<file path="config.mk">
export PLATFORM = sky130hd
export DESIGN_NAME = seg_display_arbiter
export DESIGN_NICKNAME = d
export VERILOG_FILES = /design/src/rtl/seg_display_arbiter.sv
export SDC_FILE = /design/constraint.sdc
export NUM_CORES = 1
export LEC_CHECK = 0
export ABC_CLOCK_PERIOD_IN_PS = 4000
export CAP_MARGIN = 20
export CORE_ASPECT_RATIO = 1.25
export CORE_MARGIN = 2
export CORE_UTILIZATION = 25
export CTS_BUF_LIST = sky130_fd_sc_hd__clkbuf_4 sky130_fd_sc_hd__clkbuf_8
export DETAILED_ROUTE_END_ITERATION = 8
export PLACE_DENSITY_LB_ADDON = 0.05
export RECOVER_POWER = 25
export SKIP_CTS_REPAIR_TIMING = 1
export SLEW_MARGIN = 15
export SYNTH_ARGS = -nofsm -noshare
export SYNTH_HDL_FRONTEND = slang
export SYNTH_SLANG_ARGS = --single-unit
</file>
<file path="constraint.sdc">
create_clock -name clk -period 4 [get_ports clk]
set_input_delay 0.8 -clock clk [delete_from_list [all_inputs] [get_ports clk]]
set_output_delay 0.8 -clock clk [all_outputs]
set_load 0.02 [all_outputs]
</file>
<file path="src/rtl/seg_display_arbiter.sv">
// seg_display_arbiter: round-robin owner of the 4-digit display.
// Latches one requester's value per dwell window and drives digit scan.
module seg_display_arbiter #(
  parameter int DWELL    = 4096,
  parameter int SCAN_DIV = 1024
) (
  input  logic        clk,
  input  logic        rst,
  input  logic [3:0]  req,
  input  logic [63:0] req_data,
  output logic [3:0]  ack,
  output logic [15:0] disp_value,
  output logic [1:0]  disp_owner,
  output logic        disp_valid,
  output logic        busy,
  output logic [1:0]  digit_sel,
  output logic        digit_tick
);

  localparam int DW = $clog2(DWELL);
  localparam int SW = $clog2(SCAN_DIV);
  localparam logic [DW-1:0] DWELL_LAST = DW'(DWELL - 1);
  localparam logic [SW-1:0] SCAN_LAST  = SW'(SCAN_DIV - 1);

  typedef enum logic {
    IDLE,
    SHOW
  } state_t;

  state_t        state;
  state_t        stateNext;
  logic [1:0]    rrPtr;
  logic [1:0]    rrPtrNext;
  logic [1:0]    pick;
  logic          pickOk;
  logic          grant;
  logic [DW-1:0] dwellCnt;
  logic [DW-1:0] dwellNext;
  logic [3:0]    ackNext;
  logic [15:0]   valueNext;
  logic [1:0]    ownerNext;
  logic          validNext;
  logic [SW-1:0] scanCnt;

  // First asserted request at or above rrPtr, modulo 4
  always_comb begin
    pick   = rrPtr;
    pickOk = 1'b0;
    for (int i = 0; i < 4; i++) begin
      if (!pickOk && req[rrPtr + 2'(i)]) begin
        pick   = rrPtr + 2'(i);
        pickOk = 1'b1;
      end
    end
  end

  assign grant = pickOk &&
                 (state == IDLE || dwellCnt == '0);

  // Next-state and next-output decode
  always_comb begin
    stateNext = state;
    dwellNext = dwellCnt;
    rrPtrNext = rrPtr;
    ackNext   = '0;
    valueNext = disp_value;
    ownerNext = disp_owner;
    validNext = disp_valid;
    unique case (1'b1)
      grant: begin
        stateNext = SHOW;
        dwellNext = DWELL_LAST;
        rrPtrNext = pick + 2'd1;
        ackNext   = 4'b0001 << pick;
        valueNext = req_data[{pick, 4'b0000} +: 16];
        ownerNext = pick;
        validNext = 1'b1;
      end
      (state == SHOW && dwellCnt != '0): begin
        dwellNext = dwellCnt - 1'b1;
      end
      (state == SHOW && dwellCnt == '0 && !pickOk): begin
        stateNext = IDLE;
      end
      default: ;
    endcase
  end

  // FSM, pointer, dwell counter and display registers
  always_ff @(posedge clk or negedge rst) begin
    if (!rst) begin
      state      <= IDLE;
      rrPtr      <= '0;
      dwellCnt   <= '0;
      ack        <= '0;
      disp_value <= '0;
      disp_owner <= '0;
      disp_valid <= 1'b0;
    end else begin
      state      <= stateNext;
      rrPtr      <= rrPtrNext;
      dwellCnt   <= dwellNext;
      ack        <= ackNext;
      disp_value <= valueNext;
      disp_owner <= ownerNext;
      disp_valid <= validNext;
    end
  end

  assign busy = (state == SHOW);

  // Free-running digit scan prescaler
  always_ff @(posedge clk or negedge rst) begin
    if (!rst) begin
      scanCnt    <= '0;
      digit_sel  <= '0;
      digit_tick <= 1'b0;
    end else if (scanCnt == SCAN_LAST) begin
      scanCnt    <= '0;
      digit_sel  <= digit_sel + 2'd1;
      digit_tick <= 1'b1;
    end else begin
      scanCnt    <= scanCnt + 1'b1;
      digit_tick <= 1'b0;
    end
  end

endmodule
</file>
==> results of run 1 <==
-- worst min path at each step --
stage | slack [ns] | to | cells past startpoint
3_5_place_dp | 0.45 | dwellCnt[11]$_DFFE_PN0P_ | 1
4_1_cts | 0.46 | dwellCnt[11]$_DFFE_PN0P_ | 1
2_1_floorplan | 0.43 | dwellCnt[11]$_DFFE_PN0P_ | 1
3_3_place_gp | 0.45 | disp_valid$_DFFE_PN0P_ | 1
6_report | 0.46 | dwellCnt[11]$_DFFE_PN0P_ | 1
5_1_grt | 0.49 | dwellCnt[11]$_DFFE_PN0P_ | 1
-- state kept, by name, summed over array words and instances, names as in the netlist --
signal      cells
disp_value     16
dwellCnt       12
scanCnt        10
ack             4
digit_sel       2
disp_owner      2
rrPtr           2
busy            1
digit_tick      1
disp_valid      1
-- worst max-delay path, cell delays in order, from the launching register on --
cell	delay (ns)
dfrtp_1	0.43
or4_1	0.64
o41a_1	0.59
nor2_2	0.78
and2_1	0.23
buf_4	0.28
a221oi_1	0.12
-- metrics by stage --
step	util	power, W
2_1_floorplan	-	0.000783
5_1_grt	0.368	0.00139
3_5_place_dp	0.357	0.000941
4_1_cts	0.368	0.00133
3_3_place_gp	0.357	0.000938
6_report	0.368	0.00131
-- synth_stat cells (all sizes together), types with 2 or more instances --
master | count | area share
a21oi | 12 | 0.022
dfrtp | 51 | 0.47
nor3b | 2 | 0.0056
o21ai | 8 | 0.015
buf | 8 | 0.024
xnor2 | 7 | 0.023
nor2 | 34 | 0.052
or4 | 4 | 0.013
mux2i | 34 | 0.13
xor2 | 6 | 0.020
inv | 4 | 0.0056
nand2 | 21 | 0.030
and3 | 3 | 0.0070
a21o | 2 | 0.0056
nor2b | 3 | 0.0070
ha | 3 | 0.014
clkbuf | 3 | 0.0042
nand3 | 5 | 0.0093
and2 | 2 | 0.0047
nor4 | 4 | 0.0093
a221oi | 17 | 0.083
nor3 | 7 | 0.013
nand2b | 3 | 0.0070
-- routing by layer --
layer / wire [microns] / GRT usage / vias to the layer above
met5: 0 / 0 / -
met2: 3380 / 0.210 / 73
met4: 53 / 0.0423 / 0
li1: - / - / 1082
met3: 447 / 0.0349 / 2
met1: 3140 / 0.151 / 1046
-- area by class of cell --
type,instances,area (sq um),share of cell area
flip-flops and latches,51,1280,0.329
clock inverters,2,35.0,0.00902
clock buffers,6,82.6,0.0213
inverters,4,15.0,0.00386
well taps,132,165,0.0425
multi-input cells,183,1330,0.341
repair buffers,99,986,0.254
-- logic make-up after synthesis --
family | count (synthesis) | share of synthesized area
and+or+nand+nor | 90 | 0.163
DFF | 51 | 0.474
AOI/OAI and AO/OA | 43 | 0.146
muxes | 34 | 0.127
buffers and inverters | 15 | 0.0340
xor gates and xnor gates | 13 | 0.0423
adders and majority gates | 3 | 0.0140
-- power by group through the flow --
stage               Clock, W  Sequential (W)  Combinational [W]
detailed placement         0        0.000646           0.000295
floorplan                  0        0.000650           0.000133
finish              0.000382        0.000634           0.000291
global route        0.000421        0.000646           0.000321
global placement           0        0.000641           0.000297
CTS                 0.000396        0.000634           0.000297
==> impl_results.html, run 1 <==
<table>
<tr><th>Metric</th><th>Value</th></tr>
<tr><th colspan="2">Clock network</th></tr>
<tr><td>Clock buffers created by TritonCTS</td><td>5</td></tr>
<tr><td>Clock root cell</td><td>clkbuf_8</td></tr>
<tr><td>Number of sinks handled by clock tree synthesis</td><td>about 50</td></tr>
<tr><td>Number of H-tree branching levels</td><td>2</td></tr>
<tr><td>Maximum buffer depth of the clock tree</td><td>2</td></tr>
<tr><td>Clock slew at reported path FFs</td><td>roughly 0.10 ns</td></tr>
<tr><td>Insertion delay to the later sink of the worst-skew pair</td><td>about 0.30 ns</td></tr>
<tr><td>TritonCTS clock tree</td><td>done</td></tr>
<tr><th colspan="2">Power</th></tr>
<tr><td>Static power due to leakage</td><td>about 1.7 nW</td></tr>
<tr><td>Fraction of power spent switching nets</td><td>0.283</td></tr>
<tr><td>Switching power summed over all nets</td><td>roughly 0.00037 W</td></tr>
<tr><td>Part of the total power dissipated in combinational logic</td><td>0.223</td></tr>
<tr><td>Internal Dissipation</td><td>between 0.0009 and 0.001 W</td></tr>
<tr><td>Maximum vdd drop</td><td>around 0.00014 V</td></tr>
<tr><td>Clock Power Share</td><td>0.292</td></tr>
<tr><td>Total power per unit cell area</td><td>around 340 nW/um^2</td></tr>
<tr><td>Part of the power in registers</td><td>0.485</td></tr>
<tr><th colspan="2">Layout</th></tr>
<tr><td>Post-layout instance count excluding filler cells</td><td>between 400 and 500</td></tr>
<tr><td>Most common cell after layout, fill and taps aside</td><td>clkdlybuf4s50_1</td></tr>
<tr><td>Count of filler cells inserted in the layout</td><td>just over 1000</td></tr>
<tr><td>Number of nets in the finished design</td><td>417</td></tr>
<tr><td>Share of post-route cells with drive strength above 1</td><td>0.0841</td></tr>
<tr><td>Area added between synthesis and finish</td><td>44.4%</td></tr>
<tr><td>Top library cells by usage in the layout, fill and taps aside</td><td>clkdlybuf4s50_1 (95), dfrtp_1 (51), mux2i_1 (34), nor2_1 (31), nand2_1 (19)</td></tr>
<tr><td>Total non-filler cell area in the finished layout</td><td>just under 4000 sq um</td></tr>
<tr><td>N_diodes</td><td>0</td></tr>
<tr><th colspan="2">Timing</th></tr>
<tr><td>Max Freq</td><td>309 MHz</td></tr>
<tr><td>Final setup violation count</td><td>0</td></tr>
<tr><td>Hold Worst Slack</td><td>between 0.4 and 0.5 ns</td></tr>
<tr><td>Fin crit period</td><td>~3.2 ns</td></tr>
<tr><td>Max Clock Skew</td><td>0.00805 ns</td></tr>
<tr><td>Final-report max-slew violation count</td><td>28</td></tr>
<tr><td>Final setup margin</td><td>between 0.7 and 0.8 ns</td></tr>
<tr><td>Slew margin rel.</td><td>-0.0198</td></tr>
<tr><td>RSZ-0062 raised after global routing</td><td>false</td></tr>
<tr><td>Portion of the clock cycle consumed by the worst path in the final layout</td><td>0.808</td></tr>
<tr><td>Sum of negative setup slack</td><td>0 ns</td></tr>
<tr><td>Worst-Margin Slew</td><td>~1.5 ns</td></tr>
<tr><td>Hold Fails Final Rpt</td><td>0</td></tr>
<tr><th colspan="2">Place</th></tr>
<tr><td>HPWL after detailed placement</td><td>between 5000 and 6000 microns</td></tr>
<tr><td>Placer Congestion</td><td>0.712</td></tr>
<tr><td>Placed Instance Area</td><td>roughly 3800 sq um</td></tr>
<tr><td>Worst slack after detailed placement</td><td>about 0.74 ns</td></tr>
<tr><td>Cells after DPL</td><td>between 400 and 500</td></tr>
<tr><td>Total of buffers placed on input and output ports</td><td>96</td></tr>
<tr><th colspan="2">Floorplanning</th></tr>
<tr><td>DIE AREA</td><td>around 12000 sq um</td></tr>
<tr><td>Row Count</td><td>42</td></tr>
<tr><td>I/O pins</td><td>97</td></tr>
<tr><td>Vertical die dimension</td><td>roughly 120 microns</td></tr>
<tr><td>Effective utilization at floorplan</td><td>0.255</td></tr>
<tr><td>Placeable Area</td><td>approximately 11000 sq um</td></tr>
<tr><td>Width of the die</td><td>96.8 microns</td></tr>
<tr><th colspan="2">Global routing</th></tr>
<tr><td>First-pass GRT wire length</td><td>11700 microns</td></tr>
<tr><td>GR Util All Layers</td><td>0.124</td></tr>
<tr><td>Antenna violations before repair</td><td>0</td></tr>
<tr><td>Global-route congestion overflow total</td><td>0</td></tr>
<tr><td>Vias in the first global route</td><td>between 2000 and 2500</td></tr>
<tr><td>Maximum number of pins on one net before global-route repair</td><td>28</td></tr>
<tr><th colspan="2">Drt</th></tr>
<tr><td>Post-detailed-route count of antenna-violating nets</td><td>0</td></tr>
<tr><td>Pre-Repair DR Iteration Count</td><td>5</td></tr>
<tr><td>Routed WL per cell</td><td>~15 microns</td></tr>
<tr><td>Via density</td><td>4.62</td></tr>
<tr><td>Final WL</td><td>around 7000 microns</td></tr>
<tr><td>Count of unresolved DRC violations after routing</td><td>0</td></tr>
<tr><td>Drt initial violations</td><td>just over 90</td></tr>
<tr><td>Detailed-route via count</td><td>approximately 2200</td></tr>
<tr><th colspan="2">Setup path</th></tr>
<tr><td>Category of the most critical setup path</td><td>flop to flop</td></tr>
<tr><td>Reg-to-Reg Start</td><td>dwellCnt[7]$_DFFE_PN0P_</td></tr>
<tr><td>Register-to-Register Path Depth</td><td>6</td></tr>
<tr><td>R2R Setup Slk</td><td>0.77 ns</td></tr>
<tr><td>Biggest fanout along the worst timing path</td><td>21</td></tr>
<tr><td>Worst Setup EP</td><td>disp_value[3]$_DFFE_PN0P_</td></tr>
<tr><td>Setup crit start kind</td><td>flop</td></tr>
<tr><td>Reg2reg end</td><td>disp_value[3]$_DFFE_PN0P_</td></tr>
<tr><td>Critical path origin</td><td>dwellCnt[7]$_DFFE_PN0P_</td></tr>
<tr><td>Signal arrival time at the worst endpoint</td><td>~3.4 ns</td></tr>
<tr><td>Critical path required time</td><td>~4.2 ns</td></tr>
<tr><td>Crit end category</td><td>flop</td></tr>
<tr><th colspan="2">Worst hold path</th></tr>
<tr><td>Min-Delay Startpoint</td><td>dwellCnt[11]$_DFFE_PN0P_</td></tr>
<tr><td>Class of the tightest hold or removal check</td><td>flop to flop</td></tr>
<tr><th colspan="2">Synthesis</th></tr>
<tr><td>Post-synthesis average cell area</td><td>10.8 sq um</td></tr>
<tr><td>Sequential cell area fraction in the yosys report</td><td>0.474</td></tr>
<tr><td>Register bit count reported by yosys</td><td>about 50</td></tr>
<tr><td>Post-synth EDFFs</td><td>0</td></tr>
<tr><td>Post-synth net total</td><td>approximately 320</td></tr>
<tr><td>Distinct cell type count after synthesis</td><td>38</td></tr>
<tr><td>Post-synthesis async set-or-reset flop share</td><td>1.00</td></tr>
<tr><td>Leading register cell type out of synthesis</td><td>dfrtp_1</td></tr>
<tr><td>Netlist area before placement</td><td>about 2700 sq um</td></tr>
<tr><td>Mapped Cells</td><td>around 250</td></tr>
<tr><td>Synth Warn #</td><td>0</td></tr>
<tr><th colspan="2">Status</th></tr>
<tr><td>Violated checks</td><td>capacitance limit, slew limit</td></tr>
<tr><td>Status</td><td>finished with violations</td></tr>
<tr><th colspan="2">Job</th></tr>
<tr><td>Max-cap viol count</td><td>1</td></tr>
</table>
(Power assumes the default switching activity.)
==> inputs of run 2 (changes only) <==
--- a/config.mk
+++ b/config.mk
@@ -5,7 +5,7 @@
 export SDC_FILE = /design/constraint.sdc
 export NUM_CORES = 1
 export LEC_CHECK = 0
-export ABC_CLOCK_PERIOD_IN_PS = 4000
+export ABC_CLOCK_PERIOD_IN_PS = 3300
 export CAP_MARGIN = 20
 export CORE_ASPECT_RATIO = 1.25
 export CORE_MARGIN = 2
==> constraint.sdc (replaced) <==
create_clock -name clk -period 3.3 [get_ports clk]
set_input_delay 0.66 -clock clk [delete_from_list [all_inputs] [get_ports clk]]
set_output_delay 0.66 -clock clk [all_outputs]
set_load 0.02 [all_outputs]
==> run 2 against run 1 <==
  * The run now ends clean
  * Routed wire length fell by 2.6%
  * Cell area rose by 0.58%
  * Critical path depth did not move
  * Clock power rose by 14%
  * Final cell count rose by 0.84%
  * Flip-flop and latch count did not move
  * Sequential share of layout area fell by 0.19 points
  * Largest power group unchanged
  * Highest routed layer unchanged
==> impl_results.html, run 2 (same netlist as run 1, synthesis figures left out) <==
<table>
<tr><th>Metric</th><th>Value</th></tr>
<tr><th colspan="2">Timing</th></tr>
<tr><td>Portion of the clock cycle consumed by the worst path in the final layout</td><td>0.782</td></tr>
<tr><td>RSZ-0062 raised after global routing</td><td>false</td></tr>
<tr><td>Final-report max-slew violation count</td><td>0</td></tr>
<tr><td>Final setup violation count</td><td>0</td></tr>
<tr><td>Max Freq</td><td>~390 MHz</td></tr>
<tr><td>Slew margin rel.</td><td>0.0924</td></tr>
<tr><td>Max Clock Skew</td><td>about 0.013 ns</td></tr>
<tr><td>Worst-Margin Slew</td><td>roughly 1.4 ns</td></tr>
<tr><td>Hold Fails Final Rpt</td><td>0</td></tr>
<tr><td>Sum of negative setup slack</td><td>0 ns</td></tr>
<tr><td>Fin crit period</td><td>around 2.6 ns</td></tr>
<tr><th colspan="2">Clock network</th></tr>
<tr><td>Maximum buffer depth of the clock tree</td><td>2</td></tr>
<tr><td>Clock slew at reported path FFs</td><td>approximately 0.10 ns</td></tr>
<tr><td>Insertion delay to the later sink of the worst-skew pair</td><td>roughly 0.31 ns</td></tr>
<tr><td>Number of H-tree branching levels</td><td>2</td></tr>
<tr><td>Number of sinks handled by clock tree synthesis</td><td>between 50 and 60</td></tr>
<tr><td>Clock buffers created by TritonCTS</td><td>5</td></tr>
<tr><td>Clock root cell</td><td>clkbuf_8</td></tr>
<tr><td>TritonCTS clock tree</td><td>done</td></tr>
<tr><th colspan="2">Setup path</th></tr>
<tr><td>Signal arrival time at the worst endpoint</td><td>2.75 ns</td></tr>
<tr><td>Critical path required time</td><td>3.46 ns</td></tr>
<tr><td>Buf+Inv Stages, Crit Path</td><td>1</td></tr>
<tr><td>Register-to-Register Path Depth</td><td>6</td></tr>
<tr><td>Critical path's largest stage delay</td><td>0.64 ns</td></tr>
<tr><td>CP Cell Sequence</td><td>or4_1 -&gt; o41a_1 -&gt; nor2_2 -&gt; and2_1 -&gt; buf_4 -&gt; a221oi_1</td></tr>
<tr><td>Category of the most critical setup path</td><td>flop to flop</td></tr>
<tr><td>Crit end category</td><td>flop</td></tr>
<tr><td>Crit-path slowest cell</td><td>or4_1</td></tr>
<tr><td>Setup crit start kind</td><td>flop</td></tr>
<tr><td>Number of logic stages on the critical path including buffering</td><td>6</td></tr>
<tr><td>Biggest fanout along the worst timing path</td><td>16</td></tr>
<tr><td>Reg-to-Reg Start</td><td>dwellCnt[7]$_DFFE_PN0P_</td></tr>
<tr><td>Largest delay contributor family on the critical path</td><td>simple AND/OR/NAND/NOR gates</td></tr>
<tr><td>Critical path origin</td><td>dwellCnt[7]$_DFFE_PN0P_</td></tr>
<tr><th colspan="2">Job</th></tr>
<tr><td>Max-cap viol count</td><td>0</td></tr>
<tr><th colspan="2">Drt</th></tr>
<tr><td>Via density</td><td>4.59</td></tr>
<tr><td>Post-detailed-route count of antenna-violating nets</td><td>0</td></tr>
<tr><td>Met3 wire length</td><td>around 480 microns</td></tr>
<tr><td>Count of unresolved DRC violations after routing</td><td>0</td></tr>
<tr><td>Routed WL per cell</td><td>approximately 14 microns</td></tr>
<tr><td>Routed wl met2</td><td>between 3000 and 4000 microns</td></tr>
<tr><td>Final WL</td><td>between 6000 and 7000 microns</td></tr>
<tr><td>Metal1 wirelength</td><td>~3100 microns</td></tr>
<tr><td>Detailed-route via count</td><td>approximately 2200</td></tr>
<tr><td>Drt initial violations</td><td>80</td></tr>
<tr><td>Top sig layer</td><td>met4</td></tr>
<tr><td>Pre-Repair DR Iteration Count</td><td>4</td></tr>
<tr><th colspan="2">Power</th></tr>
<tr><td>Switching power summed over all nets</td><td>around 0.00043 W</td></tr>
<tr><td>Part of the power in registers</td><td>0.495</td></tr>
<tr><td>Internal Dissipation</td><td>around 0.0011 W</td></tr>
<tr><td>Static power due to leakage</td><td>about 1.7 nW</td></tr>
<tr><td>Clock Power Share</td><td>0.280</td></tr>
<tr><td>Total power per unit cell area</td><td>397 nW/um^2</td></tr>
<tr><td>Fraction of power spent switching nets</td><td>0.277</td></tr>
<tr><td>Part of the total power dissipated in combinational logic</td><td>0.226</td></tr>
<tr><td>Maximum vdd drop</td><td>around 0.00017 V</td></tr>
<tr><th colspan="2">Place</th></tr>
<tr><td>HPWL after detailed placement</td><td>between 5000 and 6000 microns</td></tr>
<tr><td>Total of buffers placed on input and output ports</td><td>96</td></tr>
<tr><td>Placer Congestion</td><td>0.690</td></tr>
<tr><th colspan="2">Global routing</th></tr>
<tr><td>Global-route congestion overflow total</td><td>0</td></tr>
<tr><td>GR Util All Layers</td><td>0.121</td></tr>
<tr><td>Vias in the first global route</td><td>between 2000 and 2500</td></tr>
<tr><td>Maximum number of pins on one net before global-route repair</td><td>38</td></tr>
<tr><td>Antenna violations before repair</td><td>0</td></tr>
<tr><td>First-pass GRT wire length</td><td>between 10000 and 15000 microns</td></tr>
<tr><th colspan="2">Layout</th></tr>
<tr><td>Count of filler cells inserted in the layout</td><td>roughly 1000</td></tr>
<tr><td>Biggest regs</td><td>disp_value (16), dwellCnt (12), scanCnt (10)</td></tr>
<tr><td>Share of post-route cells with drive strength above 1</td><td>0.0917</td></tr>
<tr><td>Area added between synthesis and finish</td><td>45.3%</td></tr>
<tr><td>Share of the core filled with cells</td><td>0.370</td></tr>
<tr><td>Most common cell after layout, fill and taps aside</td><td>clkdlybuf4s50_1</td></tr>
<tr><td>Top library cells by usage in the layout, fill and taps aside</td><td>clkdlybuf4s50_1 (95), dfrtp_1 (51), mux2i_1 (34), nor2_1 (31), nand2_1 (19)</td></tr>
<tr><td>Max reg flops</td><td>16</td></tr>
<tr><td>Top reg by flops</td><td>disp_value</td></tr>
<tr><td>Number of nets in the finished design</td><td>about 420</td></tr>
<tr><td>N_diodes</td><td>0</td></tr>
<tr><th colspan="2">Floorplanning</th></tr>
<tr><td>Placeable Area</td><td>around 11000 sq um</td></tr>
<tr><td>Width of the die</td><td>~97 microns</td></tr>
<tr><td>Effective utilization at floorplan</td><td>0.255</td></tr>
<tr><td>Row Count</td><td>42</td></tr>
<tr><td>I/O pins</td><td>97</td></tr>
<tr><td>DIE AREA</td><td>between 10000 and 15000 sq um</td></tr>
<tr><td>Vertical die dimension</td><td>approximately 120 microns</td></tr>
<tr><th colspan="2">Status</th></tr>
<tr><td>Status</td><td>finished, final reports clean</td></tr>
<tr><th colspan="2">Worst hold path</th></tr>
<tr><td>Class of the tightest hold or removal check</td><td>primary input to asynchronous set/reset pin</td></tr>
</table>
## run 2: cell types whose count changed in the layout (fill, tap and decap cells not counted), sizes merged
cell / delta
buf: +4
clkinv: -1
clkbuf: +1
## run 2: through the flow
| step | power, W | instance area [sq um] | hold slack (ns) | worst slack [ns] | cells |
|---|---|---|---|---|---|
| detailed placement | 0.00114 | 3810 | 0.454 | 0.502 | 474 |
| global route | 0.00165 | 3910 | 0.496 | 0.512 | 481 |
| global placement | 0.00114 | 3810 | 0.449 | 0.555 | 474 |
| floorplan | 0.000949 | 2690 | 0.364 | 1.11 | 249 |
| finish | 0.00155 | 3910 | 0.424 | 0.718 | 481 |
| CTS | 0.00158 | 3920 | 0.255 | 0.681 | 481 |
## run 2: power by group through the flow
stage / Clock, W / Sequential, W / Combinational, W
floorplan: 0 / 0.000788 / 0.000161
global placement: 0 / 0.000781 / 0.000357
detailed placement: 0 / 0.000780 / 0.000357
CTS: 0.000456 / 0.000769 / 0.000358
global route: 0.000476 / 0.000783 / 0.000386
finish: 0.000434 / 0.000768 / 0.000350
## run 2: area by class of cell
cell class	instances	area (sq um)	area share
timing repair buffer	104	1020	0.261
multi-input combinational	183	1330	0.339
clock inverter	1	30.0	0.00768
clock buffer	6	76.3	0.0195
inverter	4	15.0	0.00384
tap	132	165	0.0423
sequential	51	1280	0.327
## run 2: final timing paths
check                      slack [ns]                        end
max reg2reg                      0.72  disp_value[3]$_DFFE_PN0P_
max                              0.72  disp_value[3]$_DFFE_PN0P_
min in group clk                 0.47   dwellCnt[11]$_DFFE_PN0P_
min                              0.42   digit_sel[1]$_DFFE_PN0P_
max in group asynchronous        1.15  disp_value[3]$_DFFE_PN0P_
min reg2reg                      0.47   dwellCnt[11]$_DFFE_PN0P_
## run 2: worst reg2reg max path: cells and delay by family, from the launching register on
kind	cells	cell delay (ns)
DFF	1	0.44
AOI/OAI and AO/OA	2	0.74
buffers and inverters	1	0.29
and+or+nand+nor	3	0.97
## run 2: per-layer routing
layer  track usage  vias up
met5             0        -
met4        0.0370        0
met3        0.0408        4
met2         0.193       72
met1         0.157     1033
li1              -     1097
==> inputs of run 3 (changes only) <==
--- a/config.mk
+++ b/config.mk
@@ -5,7 +5,7 @@
 export SDC_FILE = /design/constraint.sdc
 export NUM_CORES = 1
 export LEC_CHECK = 0
-export ABC_CLOCK_PERIOD_IN_PS = 3300
+export ABC_CLOCK_PERIOD_IN_PS = 2500
 export CAP_MARGIN = 20
 export CORE_ASPECT_RATIO = 1.25
 export CORE_MARGIN = 2
==> constraint.sdc (replaced) <==
create_clock -name clk -period 2.5 [get_ports clk]
set_input_delay 0.5 -clock clk [delete_from_list [all_inputs] [get_ports clk]]
set_output_delay 0.5 -clock clk [all_outputs]
set_load 0.02 [all_outputs]
==> run 3 against run 2 <==
  * Die area is the same
  * Critical endpoint is now disp_value[0]$_DFFE_PN0P_
  * The flow now finishes with violations (capacitance limit, slew limit)
  * First-iteration DRC count shrank 19%
  * Fmax grew 12%
  * Clock power grew 34%
  * Setup slack lost 0.52 ns
  * Count of clock-buffer cells in the layout shrank 1
  * Non-clock buffer count grew 4
  * Critical path depth is the same
  * Hold slack gained 0.038 ns
==> impl_results.html, run 3 (same netlist as run 1, synthesis figures left out) <==
<table>
<tr><th>Metric</th><th>Value</th></tr>
<tr><th colspan="2">Timing</th></tr>
<tr><td>RSZ-0062 raised after global routing</td><td>false</td></tr>
<tr><td>Slew margin rel.</td><td>-0.156</td></tr>
<tr><td>Worst-Margin Slew</td><td>1.73 ns</td></tr>
<tr><td>Max Freq</td><td>~430 MHz</td></tr>
<tr><td>Hold Fails Final Rpt</td><td>0</td></tr>
<tr><td>Fin crit period</td><td>roughly 2.3 ns</td></tr>
<tr><td>Final setup violation count</td><td>0</td></tr>
<tr><td>Max Clock Skew</td><td>between 0.009 and 0.01 ns</td></tr>
<tr><td>Final-report max-slew violation count</td><td>31</td></tr>
<tr><td>Portion of the clock cycle consumed by the worst path in the final layout</td><td>0.922</td></tr>
<tr><th colspan="2">Global routing</th></tr>
<tr><td>Vias in the first global route</td><td>about 2300</td></tr>
<tr><td>Global-route congestion overflow total</td><td>0</td></tr>
<tr><td>Antenna violations before repair</td><td>0</td></tr>
<tr><td>First-pass GRT wire length</td><td>~12000 microns</td></tr>
<tr><td>Maximum number of pins on one net before global-route repair</td><td>38</td></tr>
<tr><td>GR Util All Layers</td><td>0.123</td></tr>
<tr><th colspan="2">Layout</th></tr>
<tr><td>Most common cell after layout, fill and taps aside</td><td>clkdlybuf4s50_1</td></tr>
<tr><td>Share of post-route cells with drive strength above 1</td><td>0.105</td></tr>
<tr><td>N_diodes</td><td>0</td></tr>
<tr><td>Share of the core filled with cells</td><td>0.376</td></tr>
<tr><td>Top reg by flops</td><td>disp_value</td></tr>
<tr><td>Total non-filler cell area in the finished layout</td><td>between 3000 and 4000 sq um</td></tr>
<tr><td>Max reg flops</td><td>16</td></tr>
<tr><td>Multi-input logic area</td><td>about 1300 sq um</td></tr>
<tr><td>Count of filler cells inserted in the layout</td><td>~1000</td></tr>
<tr><td>Area added between synthesis and finish</td><td>47.5%</td></tr>
<tr><td>Footprint of the flip-flops and latches</td><td>about 1300 sq um</td></tr>
<tr><td>Biggest regs</td><td>disp_value (16), dwellCnt (12), scanCnt (10)</td></tr>
<tr><td>Number of nets in the finished design</td><td>about 430</td></tr>
<tr><td>Top library cells by usage in the layout, fill and taps aside</td><td>clkdlybuf4s50_1 (95), dfrtp_1 (51), mux2i_1 (34), nor2_1 (31), nand2_1 (19)</td></tr>
<tr><th colspan="2">Clock network</th></tr>
<tr><td>TritonCTS clock tree</td><td>done</td></tr>
<tr><td>Number of H-tree branching levels</td><td>2</td></tr>
<tr><td>Insertion delay to the later sink of the worst-skew pair</td><td>0.30 ns</td></tr>
<tr><td>Clock buffers created by TritonCTS</td><td>5</td></tr>
<tr><td>Number of sinks handled by clock tree synthesis</td><td>between 50 and 60</td></tr>
<tr><td>Maximum buffer depth of the clock tree</td><td>2</td></tr>
<tr><td>Clock slew at reported path FFs</td><td>approximately 0.1 ns</td></tr>
<tr><td>Clock root cell</td><td>clkbuf_8</td></tr>
<tr><th colspan="2">Power</th></tr>
<tr><td>Total power per unit cell area</td><td>519 nW/um^2</td></tr>
<tr><td>Static power due to leakage</td><td>around 1.7 nW</td></tr>
<tr><td>Maximum vdd drop</td><td>between 0.00015 and 0.0002 V</td></tr>
<tr><th colspan="2">Drt</th></tr>
<tr><td>Pre-Repair DR Iteration Count</td><td>4</td></tr>
<tr><td>Routed WL per cell</td><td>about 14 microns</td></tr>
<tr><td>Via density</td><td>around 4.5</td></tr>
<tr><td>Post-detailed-route count of antenna-violating nets</td><td>0</td></tr>
<tr><td>Count of unresolved DRC violations after routing</td><td>0</td></tr>
<tr><td>Drt initial violations</td><td>65</td></tr>
<tr><td>Final WL</td><td>a little under 7000 microns</td></tr>
<tr><td>Detailed-route via count</td><td>~2200</td></tr>
<tr><th colspan="2">Setup path</th></tr>
<tr><td>Setup crit start kind</td><td>flop</td></tr>
<tr><td>Crit-path slowest cell</td><td>or4_1</td></tr>
<tr><td>Signal arrival time at the worst endpoint</td><td>between 2 and 3 ns</td></tr>
<tr><td>CP Cell Sequence</td><td>or4_1 -&gt; o41a_1 -&gt; nor2_2 -&gt; buf_4 -&gt; nor2_1 -&gt; a221oi_1</td></tr>
<tr><td>Largest delay contributor family on the critical path</td><td>simple AND/OR/NAND/NOR gates</td></tr>
<tr><td>Critical path required time</td><td>approximately 2.7 ns</td></tr>
<tr><td>Crit end category</td><td>flop</td></tr>
<tr><td>Critical path's largest stage delay</td><td>between 0.6 and 0.7 ns</td></tr>
<tr><td>Category of the most critical setup path</td><td>flop to flop</td></tr>
<tr><td>Buf+Inv Stages, Crit Path</td><td>1</td></tr>
<tr><td>R2R Setup Slk</td><td>0.20 ns</td></tr>
<tr><td>Biggest fanout along the worst timing path</td><td>20</td></tr>
<tr><th colspan="2">Floorplanning</th></tr>
<tr><td>Vertical die dimension</td><td>120 microns</td></tr>
<tr><td>I/O pins</td><td>97</td></tr>
<tr><td>DIE AREA</td><td>11600 sq um</td></tr>
<tr><td>Effective utilization at floorplan</td><td>0.255</td></tr>
<tr><td>Placeable Area</td><td>around 11000 sq um</td></tr>
<tr><td>Row Count</td><td>between 40 and 50</td></tr>
<tr><td>Width of the die</td><td>~97 microns</td></tr>
<tr><th colspan="2">Place</th></tr>
<tr><td>Total of buffers placed on input and output ports</td><td>between 90 and 100</td></tr>
<tr><td>Placer Congestion</td><td>0.767</td></tr>
<tr><td>Placed Instance Area</td><td>3860 sq um</td></tr>
<tr><td>HPWL after detailed placement</td><td>5050 microns</td></tr>
<tr><th colspan="2">Worst hold path</th></tr>
<tr><td>Class of the tightest hold or removal check</td><td>flop to flop</td></tr>
<tr><th colspan="2">Job</th></tr>
<tr><td>Max-cap viol count</td><td>1</td></tr>
<tr><th colspan="2">Status</th></tr>
<tr><td>Violated checks</td><td>capacitance limit, slew limit</td></tr>
<tr><td>Status</td><td>finished with violations</td></tr>
</table>
run 3: routing by layer:
layer | vias to the layer above | share of wire | track usage
li1 | 1101 | - | -
met1 | 1012 | 0.44 | 0.153
met2 | 74 | 0.47 | 0.200
met3 | 9 | 0.070 | 0.0390
met4 | 0 | 0.017 | 0.0431
met5 | - | 0 | 0
run 3: final timing paths:
kind | depth (start not counted) | from | endpoint
max | 6 | dwellCnt[7]$_DFFE_PN0P_ | disp_value[0]$_DFFE_PN0P_
min | 1 | dwellCnt[11]$_DFFE_PN0P_ | dwellCnt[11]$_DFFE_PN0P_
max reg2reg | 6 | dwellCnt[7]$_DFFE_PN0P_ | disp_value[0]$_DFFE_PN0P_
min reg2reg | 1 | dwellCnt[11]$_DFFE_PN0P_ | dwellCnt[11]$_DFFE_PN0P_
max in group asynchronous | 2 | rst | disp_value[3]$_DFFE_PN0P_
min in group asynchronous | 2 | rst | scanCnt[8]$_DFF_PN0_
run 3: cell type report:
class | count | share of cell area
multi-input cells | 183 | 0.334
flip-flops and latches | 51 | 0.322
repair buffers | 108 | 0.271
well taps | 132 | 0.0416
clock buffers | 5 | 0.0173
clock inverters | 3 | 0.0110
inverters | 4 | 0.00378
run 3: power by group:
| part | internal, W | switching (W) |
|---|---|---|
| combinational | 0.000263 | 0.000201 |
| clock | 0.000299 | 0.000283 |
| sequential | 0.000914 | 0.000101 |
run 3: stage by stage:
stage / hold WS (ns) / setup TNS [ns] / setup WS, ns / total power, W / cells
finish: 0.462 / 0 / 0.196 / 0.00206 / 486
global placement: 0.455 / 0 / 0.00328 / 0.00150 / 478
floorplan: 0.204 / 0 / 0.335 / 0.00125 / 249
detailed placement: 0.451 / -0.158 / -0.0290 / 0.00151 / 478
global route: 0.493 / 0 / 0.00542 / 0.00220 / 486
CTS: 0.163 / 0 / 0.160 / 0.00211 / 486
